$ cat src/rtl/approx_seq_div_16_8.sv
// ============================================================================
// approx_seq_div_16_8 : radix-2 restoring divider, one quotient bit per cycle.
// Optional macro DIV_APPROX_EN skips the APPROX_K low-order iterations.
// Revision: 1.0
// ============================================================================
`default_nettype none

module approx_seq_div_16_8 #(
  parameter int DW       = 16,
  parameter int VW       = 8,
  parameter int APPROX_K = 4
) (
  input  logic          clk,
  input  logic          rst,
  input  logic          in_valid,
  output logic          in_ready,
  input  logic [DW-1:0] dividend,
  input  logic [VW-1:0] divisor,
  output logic          out_valid,
  input  logic          out_ready,
  output logic [DW-1:0] quotient,
  output logic [VW-1:0] remainder,
  output logic          div_by_zero
);

`ifdef DIV_APPROX_EN
  localparam int STEPS = DW - APPROX_K;
`else
  localparam int STEPS = DW;
`endif
  localparam int CW = $clog2(DW + 1);
  localparam logic [CW-1:0] LAST_STEP = CW'(STEPS - 1);

  typedef enum logic [1:0] {
    IDLE = 2'd0,
    BUSY = 2'd1,
    DONE = 2'd2
  } state_t;

  state_t        state_q, state_d;
  logic [DW-1:0] work_q, work_d;        // dividend bits shifting out, quotient bits shifting in
  logic [VW-1:0] divisor_q, divisor_d;
  logic [VW:0]   pr_q, pr_d;
  logic [CW-1:0] cnt_q, cnt_d;
  logic [DW-1:0] quotient_q, quotient_d;
  logic [VW-1:0] remainder_q, remainder_d;
  logic          dbz_q, dbz_d;

  logic [VW:0]   pr_shift;
  logic          pr_ge;
  logic [VW:0]   pr_next;
  logic [DW-1:0] work_next;

  always_comb begin
    pr_shift  = {pr_q[VW-1:0], work_q[DW-1]};
    pr_ge     = (pr_shift >= {1'b0, divisor_q});
    pr_next   = pr_ge ? (pr_shift - {1'b0, divisor_q}) : pr_shift;
    work_next = {work_q[DW-2:0], pr_ge};

    state_d     = state_q;
    work_d      = work_q;
    divisor_d   = divisor_q;
    pr_d        = pr_q;
    cnt_d       = cnt_q;
    quotient_d  = quotient_q;
    remainder_d = remainder_q;
    dbz_d       = dbz_q;

    case (state_q)
      IDLE: begin
        if (in_valid) begin
          if (divisor == '0) begin
            // No iterations needed; the result is fixed by the operands alone.
            quotient_d  = '1;
            remainder_d = dividend[VW-1:0];
            dbz_d       = 1'b1;
            state_d     = DONE;
          end else begin
            work_d    = dividend;
            divisor_d = divisor;
            pr_d      = '0;
            cnt_d     = '0;
            state_d   = BUSY;
          end
        end
      end
      BUSY: begin
        pr_d   = pr_next;
        work_d = work_next;
        cnt_d  = cnt_q + CW'(1);
        if (cnt_q == LAST_STEP) begin
          dbz_d   = 1'b0;
          state_d = DONE;
`ifdef DIV_APPROX_EN
          quotient_d  = work_next << APPROX_K;
          remainder_d = '0;
`else
          quotient_d  = work_next;
          remainder_d = pr_next[VW-1:0];
`endif
        end
      end
      DONE: begin
        if (out_ready) state_d = IDLE;
      end
      default: state_d = IDLE;
    endcase
  end

  always_ff @(posedge clk) begin
    if (rst) begin
      state_q     <= IDLE;
      work_q      <= '0;
      divisor_q   <= '0;
      pr_q        <= '0;
      cnt_q       <= '0;
      quotient_q  <= '0;
      remainder_q <= '0;
      dbz_q       <= 1'b0;
    end else begin
      state_q     <= state_d;
      work_q      <= work_d;
      divisor_q   <= divisor_d;
      pr_q        <= pr_d;
      cnt_q       <= cnt_d;
      quotient_q  <= quotient_d;
      remainder_q <= remainder_d;
      dbz_q       <= dbz_d;
    end
  end

  assign in_ready    = (state_q == IDLE);
  assign out_valid   = (state_q == DONE);
  assign quotient    = quotient_q;
  assign remainder   = remainder_q;
  assign div_by_zero = dbz_q;

endmodule

`default_nettype wire

$ cat config.mk
export PLATFORM = sky130hd
export DESIGN_NAME = approx_seq_div_16_8
export DESIGN_NICKNAME = d
export VERILOG_FILES = /design/src/rtl/approx_seq_div_16_8.sv
export SDC_FILE = /design/constraint.sdc
export NUM_CORES = 1
export LEC_CHECK = 0
export CAP_MARGIN = 20
export CORE_MARGIN = 4
export CORE_UTILIZATION = 30
export DETAILED_ROUTE_END_ITERATION = 8
export PLACE_DENSITY_LB_ADDON = 0.3
export SETUP_SLACK_MARGIN = 0.3
export SYNTH_ARGS = -nofsm -noshare
export SYNTH_HDL_FRONTEND = slang
export SYNTH_SLANG_ARGS = --single-unit
$ cat constraint.sdc
create_clock -name clk -period 2.4 [get_ports clk]
set_input_delay 0.72 -clock clk [delete_from_list [all_inputs] [get_ports clk]]
set_output_delay 0.72 -clock clk [all_outputs]
set_load 0.01 [all_outputs]
# --- Yosys cells after proc, flatten, opt, wreduce, memory -nomap -nowiden ---
# Cells that the tools add are included.
totals:
  regBits: 64
  in_bits: 28
  wordCells: 54
  out_inout_bits: 27
classes:
  n_bitwise: 1
  magnitude_cmp: 1
  reduce_logical: 7
  eq_ne: 8
  muxes: 27
  add_sub_neg: 2
op_table:
  columns: ["cell", "count"]
  rows:
  - ["$mux W16", 5]
  - ["$pmux W16 S2", 2]
  - ["$mux W8", 6]
  - ["$pmux W8 S2", 2]
  - ["$mux W5", 2]
  - ["$pmux W5 S2", 1]
  - ["$ge A9 B8 Y1", 1]
  - ["$reduce_and A3 Y1", 3]
  - ["$logic_not A8 Y1", 1]
  - ["$mux W2", 4]
  - ["$sub A8 B8 Y8", 1]
  - ["$ne A2 B2 Y1 const B", 3]
  - ["$pmux W2 S3", 1]
  - ["$add A5 B1 Y5 const B", 1]
  - ["$eq A5 B4 Y1 const B", 1]
  - ["$ne A2 B1 Y1 const B", 2]
  - ["$reduce_and A4 Y1", 1]
  - ["$mux W1", 3]
  - ["$eq A2 B1 Y1 const B", 1]
  - ["$eq A2 B2 Y1 const B", 1]
  - ["$logic_not A2 Y1", 1]
  - ["$pmux W1 S2", 1]
  - ["$reduce_bool A2 Y1", 1]
  - ["$not A1 Y1", 1]

# --- Longest topological paths before layout ---
# Gate-level depths: netlist (run 1).
logic_depth:
  ltp_word: 4
  ltp_mapped: 10
  depth_no_buf: 9

# --- Worst setup path after synthesis (run 1) ---
# No wires, ideal clock.
synth_path:
  path_type: "input port to flip-flop"
  startpoint: "input port divisor[3]"
  endpoint: "register remainder_q[7], in the netlist remainder[7]"
  t_required_ps: 2262
  path_slack_ps: 293
  setup_time_ps: 138
  path_buffers: 0
  arrival_time_ps: 1968
  cell_stages: 6
  path_cell_list: "or4_4 nor2_4 o21ai_2 or3_1 o21ai_0 a211oi_1"
synth_via:
  elab_chain_cells: 3
synth_lines:
  columns: ["element", "line_no", "rtl"]
  rows:
  - ["start, declared", "18", "input logic [VW-1:0] divisor,"]
  - ["$logic_not A8 Y1", "72", "if (divisor == '0) begin"]
  - ["$ne A2 B1 Y1 (no source line)", null, null]
  - ["$reduce_and A4 Y1 (no source line)", null, null]
  - ["end signal, assigned", "127", "remainder_q <= remainder_d;"]
  - ["end, declared", "46", "logic [VW-1:0] remainder_q, remainder_d;"]
# No other way between the ends.
# A chain may end at the register's enable or synchronous reset.

# --- Worst setup path after layout (run 1) ---
layout_path:
  startpoint: "register divisor_q[3]"
  endpoint: "register remainder_q[2], in the netlist remainder[2]"
layout_via:
  elab_chain_cells: 4
layout_lines:
  columns: ["element", "line_no", "rtl"]
  rows:
  - ["start, declared", "42", "logic [VW-1:0] divisor_q, divisor_d;"]
  - ["start signal, assigned", "123", "divisor_q <= divisor_d;"]
  - ["$ge A9 B8 Y1", "56", "pr_ge = (pr_shift >= {1'b0, divisor_q});"]
  - ["$mux W8", "57", "pr_next = pr_ge ? (pr_shift - {1'b0, divisor_q}) : pr_shift;"]
  - ["$mux W8", "91", "if (cnt_q == LAST_STEP) begin"]
  - ["$pmux W8 S2", "69", "case (state_q)"]
# No other way between the ends. The select of a mux whose other input is x is not followed.

==> results of run 1 <==
## metal layers
metal	track usage [%]	part of all wire, %	routed length, um
met1	18.91	43	4037
met2	24.91	49	4542
met3	3.320	5.5	511
met4	7.391	2.9	267
met5	0	0	0
## power groups by stage
stage | logic, mW | clock network, mW | registers [mW]
after floorplan | 0.628 | 0 | 1.24
after global routing | 1.35 | 1.13 | 1.26
after detailed placement | 0.955 | 0 | 1.26
final | 1.25 | 1.07 | 1.25
after CTS | 1.04 | 1.09 | 1.23
after global placement | 0.945 | 0 | 1.25
## Yosys cell counts (3+ instances only)
cell type / instances
sky130_fd_sc_hd__nor3_2: 9
sky130_fd_sc_hd__dfxtp_1: 64
sky130_fd_sc_hd__a31oi_1: 5
sky130_fd_sc_hd__a211oi_1: 5
sky130_fd_sc_hd__mux2i_1: 9
sky130_fd_sc_hd__a21oi_1: 15
sky130_fd_sc_hd__nor3_1: 15
sky130_fd_sc_hd__ha_1: 10
sky130_fd_sc_hd__a311oi_1: 19
sky130_fd_sc_hd__o21ai_0: 3
sky130_fd_sc_hd__nor2_1: 74
sky130_fd_sc_hd__buf_2: 4
sky130_fd_sc_hd__buf_6: 4
sky130_fd_sc_hd__xor2_1: 4
sky130_fd_sc_hd__and3_1: 3
sky130_fd_sc_hd__inv_1: 13
sky130_fd_sc_hd__a22o_1: 3
sky130_fd_sc_hd__clkbuf_1: 10
sky130_fd_sc_hd__nand2_1: 44
sky130_fd_sc_hd__xnor2_1: 3
## registers in the layout (all words and copies together), names as in the netlist
| register | flops |
|---|---|
| remainder | 8 |
| pr_q | 8 |
| divisor_q | 8 |
| work_q | 16 |
| quotient | 16 |
| div_by_zero | 1 |
| state_q | 2 |
| cnt_q | 5 |
## cell families after synthesis
kind of cell	synth area share, %
DFF	40.99
buffers and inverters	6.085
muxes	3.603
xor gates and xnor gates	1.962
adders and majority gates	4.644
AOI/OAI and AO/OA	18.54
and+or+nand+nor	24.18
## timing repair
| action | CTS | global route |
|---|---|---|
| setup endpoints to repair | 63 | 43 |
| cloned | 1 | 3 |
| pin swaps | 7 | 16 |
| gates resized for setup | 35 | 44 |
| setup buffers | 4 | 2 |
## critical path: stages, from the launching register on
cell and delay [ns]:
sky130_fd_sc_hd__dfxtp_1 0.35, sky130_fd_sc_hd__inv_1 0.08, sky130_fd_sc_hd__ha_4 0.29, sky130_fd_sc_hd__and3_4 0.23, sky130_fd_sc_hd__nand3_2 0.13, sky130_fd_sc_hd__a31o_4 0.29, sky130_fd_sc_hd__a211oi_2 0.27, sky130_fd_sc_hd__a31oi_2 0.12
sky130_fd_sc_hd__a311oi_2 0.26
## area by class of cell
type,count,area (um^2)
sequential,64,1290
fill,940,5384
inverter,13,48.80
multi-input combinational,265,1949
clock inverter,7,102.6
tap,133,166.4
clock buffer,9,123.9
timing repair buffer,88,889.6
## stage by stage
step | hold slack, ns | setup TNS, ns | cells | power [mW]
after floorplan | 0.4527 | 0 | 364 | 1.868
after global placement | 0.4723 | -9.694 | 553 | 2.199
after detailed placement | 0.4823 | -11.07 | 553 | 2.212
after CTS | 0.4923 | 0 | 574 | 3.367
after global routing | 0.5020 | 0 | 579 | 3.742
final | 0.4767 | 0 | 579 | 3.561
## how the worst max path moves through the flow
| stage | endpoint | from | slack (ns) | cells after the start |
|---|---|---|---|---|
| 2_1_floorplan | remainder[7] | divisor[7] | 0.30 | 6 |
| 3_3_place_gp | remainder[7] | divisor[7] | -0.25 | 7 |
| 3_5_place_dp | work_q[5] | divisor[3] | -0.26 | 6 |
| 4_1_cts | remainder[7] | divisor_q[3] | 0.28 | 9 |
| 5_1_grt | remainder[2] | divisor_q[4] | 0.23 | 8 |
| 6_report | remainder[2] | divisor_q[3] | 0.31 | 8 |
==> flow_metrics.env, run 1 <==
export IMPL_run_status="finished, final reports clean"
export IMPL_finalHoldViolCount=0
export IMPL_hold_class="reg -> reg"
export IMPL_ir_drop_uv=287.3
export IMPL_cts_hold_buffers=0
export IMPL_power_switching_share_pct=34.42
export IMPL_fp_dieW_um=110.1
export IMPL_num_antenna_cells=0
export IMPL_gp_congestion=0.8740
export IMPL_post_synth_top_area_fraction_pct=40.99
export IMPL_grt_start_max_net_pins=65
export IMPL_hold_path_startpoint="cnt_q[0]"
export IMPL_cap_violations=0
export IMPL_critical_path_peak_fanout=4
export IMPL_r2r_path_start="divisor_q[3]"
export IMPL_internal_power_mw=2.335
export IMPL_die_height_um=110.1
export IMPL_design_die_area_um2=12120
export IMPL_vias=2961
export IMPL_half_perimeter_wire_length_after_detailed_placement_um=6048
export IMPL_ys_dominant_reg_cell="sky130_fd_sc_hd__dfxtp_1"
export IMPL_rows=36
export IMPL_slew_viols_final=0
export IMPL_fin_crit_ns=2.092
export IMPL_stdcell_area_um2=4571
export IMPL_synth_ff_latch_count=64
export IMPL_ys_types=57
export IMPL_timing_rr_end="remainder[2]"
export IMPL_power_share_combinational_pct=35.1
export IMPL_worst_setup_path_start_kind="flip-flop"
export IMPL_routed_wirelength_um=9359
export IMPL_core_area_um2=9955
export IMPL_drcViolationCount=0
export IMPL_global_route_overflow_total=0
export IMPL_pwr_share_clk_pct=29.9
export IMPL_postSynthAreaPerCell_um2=8.587
export IMPL_library_cell_used_as_clock_root_buffer="sky130_fd_sc_hd__clkbuf_8"
export IMPL_nets=480
export IMPL_detailedRoute_firstPassIterationCount=4
export IMPL_wl_per_cell_um=16.16
export IMPL_max_clock_freq_mhz=478.0
export IMPL_critical_path_required_ns=2.66
export IMPL_clock_network_latency_to_the_later_pin_of_the_worst_skew_pair_ns=0.35
export IMPL_syn_cell_area_um2=3125
export IMPL_synth_warning_count=0
export IMPL_power_sequential_fraction_pct=35.0
export IMPL_share_of_flip_flops_with_an_asynchronous_set_or_reset_pct=0
export IMPL_tightestPinTransition_ns=0.6151
export IMPL_arrival_worst_endpoint_ns=2.36
export IMPL_grt_antenna_before_repair=0
export IMPL_synth_seq_area_share_pct=40.99
export IMPL_cts_tree="built"
export IMPL_clkSlewWorstSetupHoldPaths_ns=0.08
export IMPL_pnr_worst_setup_slack_ns=0.3079
export IMPL_groute_usage_overall_pct=15.23
export IMPL_drtIter0Drc=163
export IMPL_critical_path_endpoint_type="flip-flop"
export IMPL_reg2reg_depth=8
export IMPL_finalSetupViolCount=0
export IMPL_number_of_synthesized_flops_with_an_enable_pin=0
export IMPL_finalCoreUtilization_pct=45.92
export IMPL_io_pins=55
export IMPL_rrSetupSlack_ns=0.31
export IMPL_postSynthCellCount=364
export IMPL_htree_levels=3
export IMPL_min_delay_path_depth=1
export IMPL_clock_skew_ns=0.01472
export IMPL_dp_worst_setup_slack_ns=-0.2644
export IMPL_cts_buffer_depth=2
export IMPL_rsz_0062_raised_after_global_routing="true"
export IMPL_maxSlewHeadroom_pct=59.00
export IMPL_synth_nets=403
export IMPL_post_dp_cell_area_um2=3924
export IMPL_numCtsBuffers=9
export IMPL_layout_drive_gt1_share_pct=26.91
export IMPL_first_global_vias=2911
export IMPL_grt_first_pass_wirelength_um=14180
export IMPL_area_growth_pct=46.24
export IMPL_yosys_area_top_type="sky130_fd_sc_hd__dfxtp_1"
export IMPL_switchingPower_mw=1.226
export IMPL_postRouteAntennaNets=0
export IMPL_cts_sink_count=64
export IMPL_timing_worst_setup_path_type="reg -> reg"
export IMPL_io_buffer_count=54
export IMPL_layout_commonest_cell="sky130_fd_sc_hd__nor2_1"
export IMPL_floorplan_initialDensity_pct=31.40
export IMPL_drt_vias_per_instance=5.114
export IMPL_netlist_top_cells_area="sky130_fd_sc_hd__dfxtp_1, sky130_fd_sc_hd__nor2_1, sky130_fd_sc_hd__a311oi_1, sky130_fd_sc_hd__nand2_1, sky130_fd_sc_hd__ha_1"
export IMPL_leakage_nw=1.729
export IMPL_whs_endpoint="cnt_q[0]"
export IMPL_commonest_cells_after_routing_fill_and_taps_aside="sky130_fd_sc_hd__nor2_1, sky130_fd_sc_hd__dfxtp_1, sky130_fd_sc_hd__nand2_1, sky130_fd_sc_hd__clkdlybuf4s50_1, sky130_fd_sc_hd__buf_4"
export IMPL_final_clock_period_utilization_by_the_worst_path_pct=87.17
export IMPL_power_density_cell_area_nw_per_um2=779.2
Note: power is estimated with default switching activity, not from simulation.
==> run 2: changes to the inputs <==
--- a/config.mk
+++ b/config.mk
@@ -6,7 +6,7 @@
 export NUM_CORES = 1
 export LEC_CHECK = 0
 export CAP_MARGIN = 20
-export CORE_MARGIN = 4
+export CORE_MARGIN = 3
 export CORE_UTILIZATION = 30
 export DETAILED_ROUTE_END_ITERATION = 8
 export PLACE_DENSITY_LB_ADDON = 0.3
==> flow_metrics.env, run 2 (synthesis gave the netlist of run 1 again) <==
export IMPL_run_status="finished, final reports clean"
export IMPL_io_buffer_count=54
export IMPL_cts_sink_count=64
export IMPL_critical_path_peak_fanout=6
export IMPL_layout_drive_gt1_share_pct=26.62
export IMPL_cts_tree="built"
export IMPL_die_height_um=108.1
export IMPL_dp_worst_setup_slack_ns=-0.3109
export IMPL_numCtsBuffers=9
export IMPL_grt_antenna_before_repair=0
export IMPL_maxSlewHeadroom_pct=65.66
export IMPL_cts_hold_buffers=0
export IMPL_timing_setup_tns_ns=0
export IMPL_critical_path_required_ns=2.69
export IMPL_clkSlewWorstSetupHoldPaths_ns=0.09
export IMPL_library_cell_used_as_clock_root_buffer="sky130_fd_sc_hd__clkbuf_8"
export IMPL_gp_congestion=0.8185
export IMPL_postRouteAntennaNets=0
export IMPL_groute_usage_overall_pct=15.29
export IMPL_wl_per_cell_um=15.32
export IMPL_filler_free_cell_count_of_the_finished_design=580
export IMPL_io_pins=55
export IMPL_p_total_mw=3.516
export IMPL_htree_levels=3
export IMPL_core_area_um2=9955
export IMPL_num_antenna_cells=0
export IMPL_rsz_0062_raised_after_global_routing="true"
export IMPL_hold_class="reg -> reg"
export IMPL_commonest_cells_after_routing_fill_and_taps_aside="sky130_fd_sc_hd__nor2_1, sky130_fd_sc_hd__dfxtp_1, sky130_fd_sc_hd__clkdlybuf4s50_1, sky130_fd_sc_hd__nand2_1, sky130_fd_sc_hd__buf_4"
export IMPL_routed_wirelength_um=8888
export IMPL_cap_violations=0
export IMPL_arrival_worst_endpoint_ns=2.33
export IMPL_global_route_overflow_total=0
export IMPL_critical_path_endpoint_type="flip-flop"
export IMPL_clock_network_latency_to_the_later_pin_of_the_worst_skew_pair_ns=0.35
export IMPL_grt_start_max_net_pins=65
export IMPL_first_global_vias=2866
export IMPL_post_place_cells=551
export IMPL_final_clock_period_utilization_by_the_worst_path_pct=85.00
export IMPL_area_growth_pct=46.28
export IMPL_rows=36
export IMPL_max_clock_freq_mhz=490.2
export IMPL_fp_dieW_um=108.1
export IMPL_floorplan_initialDensity_pct=31.40
export IMPL_hold_worst_slack_ns=0.4607
export IMPL_grt_first_pass_wirelength_um=14100
export IMPL_worst_setup_path_start_kind="input pin"
export IMPL_drtIter0Drc=103
export IMPL_tightestPinTransition_ns=0.5111
export IMPL_drt_vias_per_instance=5.000
export IMPL_detailedRoute_firstPassIterationCount=5
export IMPL_slew_viols_final=0
export IMPL_vias=2900
export IMPL_finalSetupViolCount=0
export IMPL_pnr_worst_setup_slack_ns=0.3600
export IMPL_half_perimeter_wire_length_after_detailed_placement_um=5823
export IMPL_leakage_nw=1.735
export IMPL_fin_crit_ns=2.040
export IMPL_power_density_cell_area_nw_per_um2=768.9
export IMPL_nets=481
export IMPL_finalHoldViolCount=0
export IMPL_ir_drop_uv=298.3
export IMPL_drcViolationCount=0
export IMPL_clock_skew_ns=0.009844
export IMPL_cts_buffer_depth=2
export IMPL_design_die_area_um2=11680
export IMPL_layout_commonest_cell="sky130_fd_sc_hd__nor2_1"
export IMPL_timing_worst_setup_path_type="in -> reg"
[run 2: changes by cell type in the layout (fill, tap and decap cells not counted), moves of 3 or more]
cell / change
sky130_fd_sc_hd__a311oi_1: +5
sky130_fd_sc_hd__a311oi_2: -5
sky130_fd_sc_hd__buf_12: +3
sky130_fd_sc_hd__clkbuf_2: -3
sky130_fd_sc_hd__dfxtp_1: -3
sky130_fd_sc_hd__dfxtp_2: +3
[run 2: repair_timing]
| item | 4_1_cts | 5_1_grt |
|---|---|---|
| setup endpoints to repair | 61 | 32 |
| gates cloned | 3 | 0 |
| resized for setup | 36 | 45 |
| pin swaps | 9 | 23 |
| buffers inserted | 7 | 3 |
[run 2: area by class of cell]
class	instances	area, um^2
Sequential cell	64	1294
Clock inverter	7	78.83
Clock buffer	9	123.9
Multi-Input combinational cell	265	1908
Fill cell	930	5383
Timing Repair Buffer	89	952.2
Tap cell	133	166.4
Inverter	13	48.80
[run 2: worst max-delay path, stage by stage]
cell	delay [ns]
sky130_fd_sc_hd__clkdlybuf4s15_1	0.18
sky130_fd_sc_hd__or4_4	0.53
sky130_fd_sc_hd__nor2_4	0.16
sky130_fd_sc_hd__o21a_4	0.19
sky130_fd_sc_hd__buf_12	0.12
sky130_fd_sc_hd__bufbuf_16	0.25
sky130_fd_sc_hd__nor2_1	0.05
sky130_fd_sc_hd__nor3_2	0.13
[run 2: power by group]
part / internal [mW] / leakage [nW] / switching (mW)
logic: 0.643 / 1.12 / 0.663
clock network: 0.488 / 0.0925 / 0.480
registers: 1.15 / 0.527 / 0.0876
[run 2: routing by layer]
| layer | wire, um | vias up | global-route usage (%) |
|---|---|---|---|
| li1 | - | 1442 | - |
| met3 | 396 | 4 | 3.582 |
| met1 | 4170 | 1384 | 20.61 |
| met4 | 58 | 0 | 5.050 |
| met5 | 0 | - | 0 |
| met2 | 4263 | 70 | 24.11 |
[run 2: worst paths after layout]
path	startpoint	to	slack (ns)	cells past startpoint
worst max-delay path	divisor[1]	quotient[10]	0.36	8
worst min-delay path	cnt_q[0]	cnt_q[0]	0.46	1
worst max register to register	cnt_q[0]	remainder[5]	0.36	9
worst min register to register	cnt_q[0]	cnt_q[0]	0.46	1
[run 2: through the flow]
step / area (um^2) / utilization, %
2_1_floorplan: 3133 / -
4_1_cts: 4338 / 43.58
6_report: 4572 / 45.93
3_5_place_dp: 3921 / 39.39
5_1_grt: 4572 / 45.93
3_3_place_gp: 3921 / 39.39
